`config.mk`:
```
export PLATFORM = sky130hd
export DESIGN_NAME = alu_issue_ctrl
export DESIGN_NICKNAME = d
export VERILOG_FILES = /design/src/rtl/alu_pkg.sv /design/src/rtl/alu_op_decode.sv /design/src/rtl/alu_issue_ctrl.sv
export SDC_FILE = /design/constraint.sdc
export NUM_CORES = 1
export LEC_CHECK = 0
export ABC_AREA = 1
export BUFFER_PORTS_ARGS = -buffer_cell sky130_fd_sc_hd__buf_2
export CAP_MARGIN = 10
export CELL_PAD_IN_SITES_DETAIL_PLACEMENT = 1
export CELL_PAD_IN_SITES_GLOBAL_PLACEMENT = 1
export CORE_MARGIN = 4
export CORE_UTILIZATION = 36
export CTS_BUF_LIST = sky130_fd_sc_hd__clkbuf_4
export CTS_CLUSTER_DIAMETER = 40
export DETAILED_ROUTE_END_ITERATION = 6
export MAX_ROUTING_LAYER = met4
export PLACE_DENSITY_LB_ADDON = 0.1
export SLEW_MARGIN = 20
export SYNTH_ARGS = -nofsm -noshare
export SYNTH_HDL_FRONTEND = slang
export SYNTH_SLANG_ARGS = --single-unit
```
`constraint.sdc`:
```
create_clock -name CLK -period 2.24 [get_ports CLK]
set_input_delay 0.112 -clock CLK [delete_from_list [all_inputs] [get_ports CLK]]
set_output_delay 0.112 -clock CLK [all_outputs]
set_load 0.05 [all_outputs]
```
`src/rtl/alu_pkg.sv`:
```
// -----------------------------------------------------------------------------
// alu_pkg
// Shared definitions for the ALU issue controller and its opcode decoder:
//   - 4-bit ALU control codes (AND, OR, ADD, SUB, PassB)
//   - LEGv8 opcode constants, including the 8-bit CBZ prefix
//   - issue FSM state encoding
// No ports (package).
// -----------------------------------------------------------------------------
package alu_pkg;

   localparam int OPC_W = 11;

   // ALU control codes understood by the combinational ALU
   localparam logic [3:0] ALU_AND   = 4'b0000;
   localparam logic [3:0] ALU_OR    = 4'b0001;
   localparam logic [3:0] ALU_ADD   = 4'b0010;
   localparam logic [3:0] ALU_SUB   = 4'b0110;
   localparam logic [3:0] ALU_PASSB = 4'b0111;

   // LEGv8 opcodes
   localparam logic [OPC_W-1:0] OPC_ADD  = 11'b10001011000;
   localparam logic [OPC_W-1:0] OPC_SUB  = 11'b11001011000;
   localparam logic [OPC_W-1:0] OPC_AND  = 11'b10001010000;
   localparam logic [OPC_W-1:0] OPC_ORR  = 11'b10101010000;
   localparam logic [OPC_W-1:0] OPC_LDUR = 11'b11111000010;
   localparam logic [OPC_W-1:0] OPC_STUR = 11'b11111000000;
   // CBZ only fixes the upper eight bits; the low three are don't-care
   localparam logic [7:0]       OPC_CBZ_PFX = 8'b10110100;

   typedef enum logic [1:0] {
      ST_IDLE = 2'd0,
      ST_EXEC = 2'd1,
      ST_RESP = 2'd2
   } state_t;

endpackage

```
`src/rtl/alu_op_decode.sv`:
```
// -----------------------------------------------------------------------------
// alu_op_decode
// Combinational LEGv8 opcode -> ALU control decoder.
// Ports:
//   opcode  in  [10:0] LEGv8 opcode field
//   ctrl    out [3:0]  ALU control code (PassB for illegal opcodes)
//   illegal out        opcode not in the supported set
// -----------------------------------------------------------------------------
module alu_op_decode
   import alu_pkg::*;
(
   input  logic [OPC_W-1:0] opcode,
   output logic [3:0]       ctrl,
   output logic             illegal
);

   // Opcode table lookup; CBZ is matched on its prefix before the exact table
   always_comb begin
      ctrl    = ALU_PASSB;
      illegal = 1'b0;
      if (opcode[OPC_W-1:3] == OPC_CBZ_PFX) begin
         ctrl    = ALU_PASSB;
         illegal = 1'b0;
      end else begin
         case (opcode)
            OPC_ADD:  ctrl = ALU_ADD;
            OPC_SUB:  ctrl = ALU_SUB;
            OPC_AND:  ctrl = ALU_AND;
            OPC_ORR:  ctrl = ALU_OR;
            OPC_LDUR: ctrl = ALU_ADD;
            OPC_STUR: ctrl = ALU_ADD;
            default: begin
               ctrl    = ALU_PASSB;
               illegal = 1'b1;
            end
         endcase
      end
   end

endmodule

```
`src/rtl/alu_issue_ctrl.sv`:
```
// -----------------------------------------------------------------------------
// alu_issue_ctrl
// Initiator side of the 64-bit combinational ALU. Takes an opcode and two
// operands over a valid/ready request channel, drives the ALU from registered
// operands for one cycle, captures BusW/Zero and returns them over a
// valid/ready response channel. One operation every three cycles at most.
//
// Optional feature macro: ALU_FLAGS_EN adds rsp_flags = {N,Z,C,V}.
//
// Ports:
//   CLK, resetl              clock (rising edge), async active-low reset
//   req_valid/req_ready      request handshake
//   req_opcode, req_a, req_b request payload
//   alu_ctrl, alu_a, alu_b   registered drive to the ALU
//   alu_w, alu_zero          ALU result inputs
//   rsp_valid/rsp_ready      response handshake
//   rsp_result, rsp_zero     captured ALU outputs
//   rsp_err                  opcode was illegal
//   rsp_flags (ALU_FLAGS_EN) captured {N,Z,C,V}
// -----------------------------------------------------------------------------
module alu_issue_ctrl
   import alu_pkg::*;
#(
   parameter int DW  = 64,
   parameter int OPW = OPC_W
) (
   input  logic           CLK,
   input  logic           resetl,
   input  logic           req_valid,
   output logic           req_ready,
   input  logic [OPW-1:0] req_opcode,
   input  logic [DW-1:0]  req_a,
   input  logic [DW-1:0]  req_b,
   output logic [3:0]     alu_ctrl,
   output logic [DW-1:0]  alu_a,
   output logic [DW-1:0]  alu_b,
   input  logic [DW-1:0]  alu_w,
   input  logic           alu_zero,
   output logic           rsp_valid,
   input  logic           rsp_ready,
   output logic [DW-1:0]  rsp_result,
   output logic           rsp_zero,
   output logic           rsp_err
`ifdef ALU_FLAGS_EN
   ,
   output logic [3:0]     rsp_flags
`endif
);

   state_t     state;
   logic       err;
   logic [3:0] dec_ctrl;
   logic       dec_illegal;

   alu_op_decode u_dec (
      .opcode  (req_opcode),
      .ctrl    (dec_ctrl),
      .illegal (dec_illegal)
   );

`ifdef ALU_FLAGS_EN
   logic [DW:0]   add_sum;
   logic [DW-1:0] sub_diff;
   logic          flag_c;
   logic          flag_v;

   // Carry and overflow for the op currently on the ALU drive
   always_comb begin
      add_sum  = {1'b0, alu_a} + {1'b0, alu_b};
      sub_diff = alu_a - alu_b;
      flag_c   = 1'b0;
      flag_v   = 1'b0;
      case (alu_ctrl)
         ALU_ADD: begin
            flag_c = add_sum[DW];
            flag_v = (alu_a[DW-1] == alu_b[DW-1]) && (add_sum[DW-1] != alu_a[DW-1]);
         end
         ALU_SUB: begin
            // carry means "no borrow" for subtraction
            flag_c = (alu_a >= alu_b);
            flag_v = (alu_a[DW-1] != alu_b[DW-1]) && (sub_diff[DW-1] != alu_a[DW-1]);
         end
         default: begin
            flag_c = 1'b0;
            flag_v = 1'b0;
         end
      endcase
   end
`endif

   // Issue FSM: accept, drive ALU for one cycle, capture, hold response
   always_ff @(posedge CLK or negedge resetl) begin
      if (!resetl) begin
         state      <= ST_IDLE;
         req_ready  <= 1'b0;
         alu_ctrl   <= 4'b0000;
         alu_a      <= '0;
         alu_b      <= '0;
         err        <= 1'b0;
         rsp_valid  <= 1'b0;
         rsp_result <= '0;
         rsp_zero   <= 1'b0;
         rsp_err    <= 1'b0;
`ifdef ALU_FLAGS_EN
         rsp_flags  <= 4'b0000;
`endif
      end else begin
         case (state)
            ST_IDLE: begin
               if (req_valid && req_ready) begin
                  // Illegal ops still run through the ALU as a harmless PassB of 0
                  if (dec_illegal) begin
                     alu_ctrl <= ALU_PASSB;
                     alu_a    <= '0;
                     alu_b    <= '0;
                     err      <= 1'b1;
                  end else begin
                     alu_ctrl <= dec_ctrl;
                     alu_a    <= req_a;
                     alu_b    <= req_b;
                     err      <= 1'b0;
                  end
                  req_ready <= 1'b0;
                  state     <= ST_EXEC;
               end else begin
                  // also raises ready on the first edge after reset release
                  req_ready <= 1'b1;
               end
            end
            ST_EXEC: begin
               if (err) begin
                  rsp_result <= '0;
                  rsp_zero   <= 1'b0;
               end else begin
                  rsp_result <= alu_w;
                  rsp_zero   <= alu_zero;
               end
`ifdef ALU_FLAGS_EN
               if (err) begin
                  rsp_flags <= 4'b0000;
               end else begin
                  rsp_flags <= {alu_w[DW-1], alu_zero, flag_c, flag_v};
               end
`endif
               rsp_err   <= err;
               rsp_valid <= 1'b1;
               state     <= ST_RESP;
            end
            ST_RESP: begin
               if (rsp_ready) begin
                  rsp_valid <= 1'b0;
                  req_ready <= 1'b1;
                  state     <= ST_IDLE;
               end else begin
                  // stall: response fields simply hold
                  rsp_valid <= 1'b1;
               end
            end
            default: begin
               state     <= ST_IDLE;
               req_ready <= 1'b0;
               rsp_valid <= 1'b0;
            end
         endcase
      end
   end

endmodule

```
# Word level (Yosys, flattened, before mapping)
# Cells that the tools add are included.
[totals]
output_inout_bits = 200
register_bits = 203
wordCells = 47
[classes]
n_bitwise = 1
n_mux = 18
n_reduce_logical = 7
eq_ne = 11
[op_table]
columns = ["operator", "n"]
rows = [
  ["$mux 64", 3],
  ["$eq 11x11->1 const B", 6],
  ["$pmux 3 s4", 1],
  ["$eq 8x8->1 const B", 1],
  ["$mux 4", 2],
  ["$mux 1", 7],
  ["$pmux 1 s3", 2],
  ["$pmux 2 s3", 1],
  ["$reduce_and 2->1", 3],
  ["$reduce_or 6->1", 1],
  ["$mux 2", 2],
  ["$ne 2x2->1 const B", 2],
  ["$reduce_or 3->1", 1],
  ["$eq 2x1->1 const B", 1],
  ["$eq 2x2->1 const B", 1],
  ["$logic_not 2->1", 1],
  ["$logic_and 1x1->1", 1],
  ["$not 1->1", 1],
]

# Logic depth before layout (Yosys ltp)
[depth]
word_depth = 5
mapped_depth = 12
depth_no_buf = 10

# By module
# A second synthesis with hierarchy kept.
[hier_totals]
hier_cells = 942
hier_area_um2 = 8480.6
[by_module_without_submodules]
columns = ["module", "area_per_inst_um2", "instances", "seq_area_each_um2", "cells_per_inst"]
rows = [
  ["alu_issue_ctrl", 8225.4, 1, 5079.9, 889],
  ["alu_op_decode", 255.2, 1, 0.0, 53],
]

# Worst setup path before layout
# Ideal clock, no wire load.
[synth_path]
path_kind = "register to register"
startpoint = "reg req_ready"
endpoint = "reg alu_a[0]"
arrival_time_ns = 1.581
synth_period_minus_slack_ns = 1.699
setup_ns = 0.118
t_required_ns = 2.122
path_buffers = 2
path_slack_ns = 0.541
path_stages_with_launch = 8
cell_sequence = "dfrtp_1 inv_1 nor3_2 inv_2 buf_2 clkbuf_1 nand2_1 nand2_1"
[synth_between]
elab_chain_len = 2
[synth_rtl]
columns = ["item", "line", "rtl"]
rows = [
  ["start, declared", "alu_issue_ctrl.sv:30", "output logic req_ready,"],
  ["start signal, assigned", "alu_issue_ctrl.sv:95", "req_ready <= 1'b0;"],
  ["start signal, assigned", "alu_issue_ctrl.sv:123", "req_ready <= 1'b0;"],
  ["start signal, assigned", "alu_issue_ctrl.sv:127", "req_ready <= 1'b1;"],
  ["$logic_and 1x1->1", "alu_issue_ctrl.sv:110", "if (req_valid && req_ready) begin"],
  ["$reduce_and 2->1 (no line)", "--", ""],
  ["end signal, assigned", "alu_issue_ctrl.sv:119", "alu_a <= req_a;"],
  ["end, declared", "alu_issue_ctrl.sv:35", "output logic [DW-1:0] alu_a,"],
]
# No other way between the ends.
# A chain may end at the register's enable or synchronous reset.

# Worst setup path after layout
[layout_path]
startpoint = "reg state[1]"
endpoint = "reg alu_a[30]"
[layout_between]
elab_chain_len = 2
[layout_rtl]
columns = ["item", "line", "rtl"]
rows = [
  ["start, declared", "alu_issue_ctrl.sv:50", "state_t state;"],
  ["start signal, assigned", "alu_issue_ctrl.sv:94", "state <= ST_IDLE;"],
  ["start signal, assigned", "alu_issue_ctrl.sv:124", "state <= ST_EXEC;"],
  ["start signal, assigned", "alu_issue_ctrl.sv:147", "state <= ST_RESP;"],
  ["$logic_not 2->1", "alu_issue_ctrl.sv:108", "case (state)"],
  ["$reduce_and 2->1 (no line)", "--", ""],
]
# No other way between the ends.

==> impl_metrics.toml <==
[timing]
finalMaxSlewViolations = 0
tns_ns = 0
max_freq_mhz = 471
fin_crit_sh_pct = 94.9
rsz0062_at_grt = "false"
worstMarginPinSlew_ns = 0.710
relSlewSlack_pct = 52.7
fin_ws_ns = 0.115
finalSetupViolCount = 0
period_minus_slack_ns = 2.13
skew_ns = 0.0293
hold_viol_final = 0

[clock_network]
tritoncts = "built"
numCtsBuffers = 55
clk_path_buf_depth = 3
path_clk_slew_ns = 0.06
cts_root_buffer = "clkbuf_4"
clk_latency_ns = 0.67
cts_resized = 0
holdBufCountCts = 200
cts_sinks = 202
cts_setup_buffers = 0
h-tree-depth = 2

[worst_setup_path]
crit_path_end_kind = "flip-flop"
timing.critical_path.to = "alu_a[30]"
critPathLaunch = "state[1]"
timing.rr.end = "alu_a[30]"
reg2reg_from = "state[1]"
crit_type = "reg2reg"
crit_path_max_fanout = 134
cpMaxStageDelayCell = "nor3_4"
cp_slowest_stage_delay_ns = 0.44
reg2reg_slack_ns = 0.11
cp.required_ns = 2.76
path_cells = "inv_1 > ha_1 > inv_1 > nor3_4 > inv_4 > buf_12 > nand2_1 > nand2_1"
crit_arrival_ns = 2.64
r2r_cells = 8
critPathLaunchType = "flip-flop"

[synthesis]
yosys.area_share.simple_pct = 27.7
synth_commonest_cells = "nand2_1, dfrtp_1, nand3_2, a22o_1, nand3_1"
netlist_area_sq_mm = 0.00866
synth_fa_ha_area_share_pct = 0.578
yosysSeqAreaShare_pct = 58.4
synth_top_area_share_pct = 58.4
yosys.area.top_type = "dfrtp_1"
synth_compound_area_share_pct = 7.25
synth_warnings = 0
synthMuxAreaShare_pct = 0
synthTopCellsByArea = "dfrtp_1, nand2_1, nand3_2, a22o_1, buf_12"
syn-instance-count = 811
synth_top_family_by_area = "simple AND/OR/NAND/NOR gates"
synth_cell_types = 26
synth_nets = 1023
synth.most_common_cell = "nand2_1"
synth_xor_area_share_pct = 0
synth-seq-cells = 202
synthArstFlopShare_pct = 100
ys.flop_type = "dfrtp_1"
synth_area_per_cell_sq_um = 10.7
synth-edff-count = 0

[drt]
num_vias = 8581
drc = 0
drt_iter0_markers = 443
avgViaCountPerCell = 4.80
antenna_left = 0
wl_microns = 35300
routedWlPerCell_microns = 19.8
firstDrtPassIters = 4

[layout]
fin_nets = 1643
seqCellArea_sq_mm = 0.00505
multi_input_area_sq_mm = 0.00310
area_delta_synth_final_pct = 56.6
fill_cells = 2766
drive_above_1_share_pct = 41.7

[hold_path]
hold_class = "in2async"

[grt]
grt_start_max_net_pins = 135
grt_pass1_wl_microns = 54000
grt_remaining_overflow = 0
grt_pass1_vias = 9731
grt_usage_pct = 26.6
antenna_found_initial = 6

[floorplanning]
fp.dieH_microns = 163
die_w_microns = 163
io_pins = 408
start_util_pct = 36.8
rows = 56
die_area_sq_mm = 0.0266
core_area_sq_mm = 0.0235

[status]
status = "finished clean"

[place]
dpl.hpwl_microns = 20700
gp_congestion = 0.770
pre_cts_slack_ns = 0.236
port_buffers = 406

[pwr]
ir_drop_uv = 793
leakagePower_uw = 0.00754
p_per_area_mw_per_mm2 = 929

[run]
drv_cap = 0
[worst min-delay path by stage]
stage / startpoint / endpoint / slack [ns]
after global routing: resetl / alu_b[11] / 0.05
final: resetl / alu_b[11] / 0.04
after detailed placement: resetl / alu_b[11] / 0.15
after CTS: req_opcode[1] / alu_ctrl[2] / 0.008
after global placement: resetl / alu_b[11] / 0.16
after floorplan: resetl / alu_a[0] / -0.18
[where the power goes]
group / switching (uW) / internal [uW] / total, uW
registers: 337 / 4180 / 4520
clock network: 1560 / 1550 / 3110
logic: 3530 / 1430 / 4960
total: 5430 / 7160 / 12600
[per-layer routing]
| layer | global-route usage (%) | wire (microns) |
|---|---|---|
| met5 | - | 0 |
| met4 | 10.2 | 1290 |
| met3 | 6.99 | 2380 |
| met2 | 46.4 | 18500 |
| met1 | 29.1 | 13200 |
[cell type report]
cell class / count / area share [%]
Clock buffer: 76 / 4.21
Timing Repair Buffer: 620 / 31.6
Clock inverter: 14 / 0.406
Tap cell: 319 / 2.94
Antenna cell: 6 / 0.111
Inverter: 20 / 0.572
Multi-Input combinational cell: 532 / 22.9
Sequential cell: 202 / 37.3
[cells by family after synthesis]
| kind of cell | Yosys count |
|---|---|
| compound gates | 76 |
| simple gates | 451 |
| other cells | 1 |
| buf+inv | 77 |
| fa+ha+maj | 4 |
| flops | 202 |
[cell usage in the layout, fill, tap and decap left out, types with 2 or more instances in the layout]
cell type | netlist | routed
a22o_1 | 65 | 65
nor2_2 | 3 | 3
nand3_2 | 100 | 100
buf_4 | 11 | 3
dlygate4sd3_1 | 0 | 200
dfrtp_1 | 202 | 202
clkinv_1 | 0 | 12
clkinv_2 | 0 | 2
clkbuf_4 | 0 | 76
diode_2 | 0 | 6
buf_2 | 7 | 405
nand3_1 | 34 | 34
o21ai_0 | 8 | 8
nor2_4 | 1 | 2
nand2_1 | 288 | 288
nor2_1 | 20 | 19
ha_1 | 4 | 4
inv_2 | 3 | 3
inv_1 | 17 | 16
nand2_2 | 2 | 2
buf_12 | 11 | 11
[flip-flops by register name, summed over array words and instances (netlist names)]
| signal | flops |
|---|---|
| err | 1 |
| alu_b | 64 |
| rsp_zero | 1 |
| alu_ctrl | 3 |
| rsp_err | 1 |
| state | 2 |
| alu_a | 64 |
| rsp_valid | 1 |
| rsp_result | 64 |
| req_ready | 1 |
[stage by stage]
stage	hold slack (ns)	utilization (%)	power (uW)	cell area, sq um	cells
after floorplan	-0.184	-	7710	8660	811
after CTS	0.00810	57.5	12500	13500	1783
after global placement	0.157	46.4	9040	10900	1493
after global routing	0.0521	57.6	13200	13600	1789
after detailed placement	0.151	46.4	9100	10900	1493
final	0.0381	57.6	12600	13600	1789
[worst max-delay path, delay by kind of cell, from the launching register on]
| family | cells | cell delay (ns) |
|---|---|---|
| flops | 1 | 0.39 |
| fa+ha+maj | 1 | 0.21 |
| simple gates | 3 | 0.72 |
| buf+inv | 4 | 0.50 |
No activity file was read; power rests on OpenSTA's default activity.
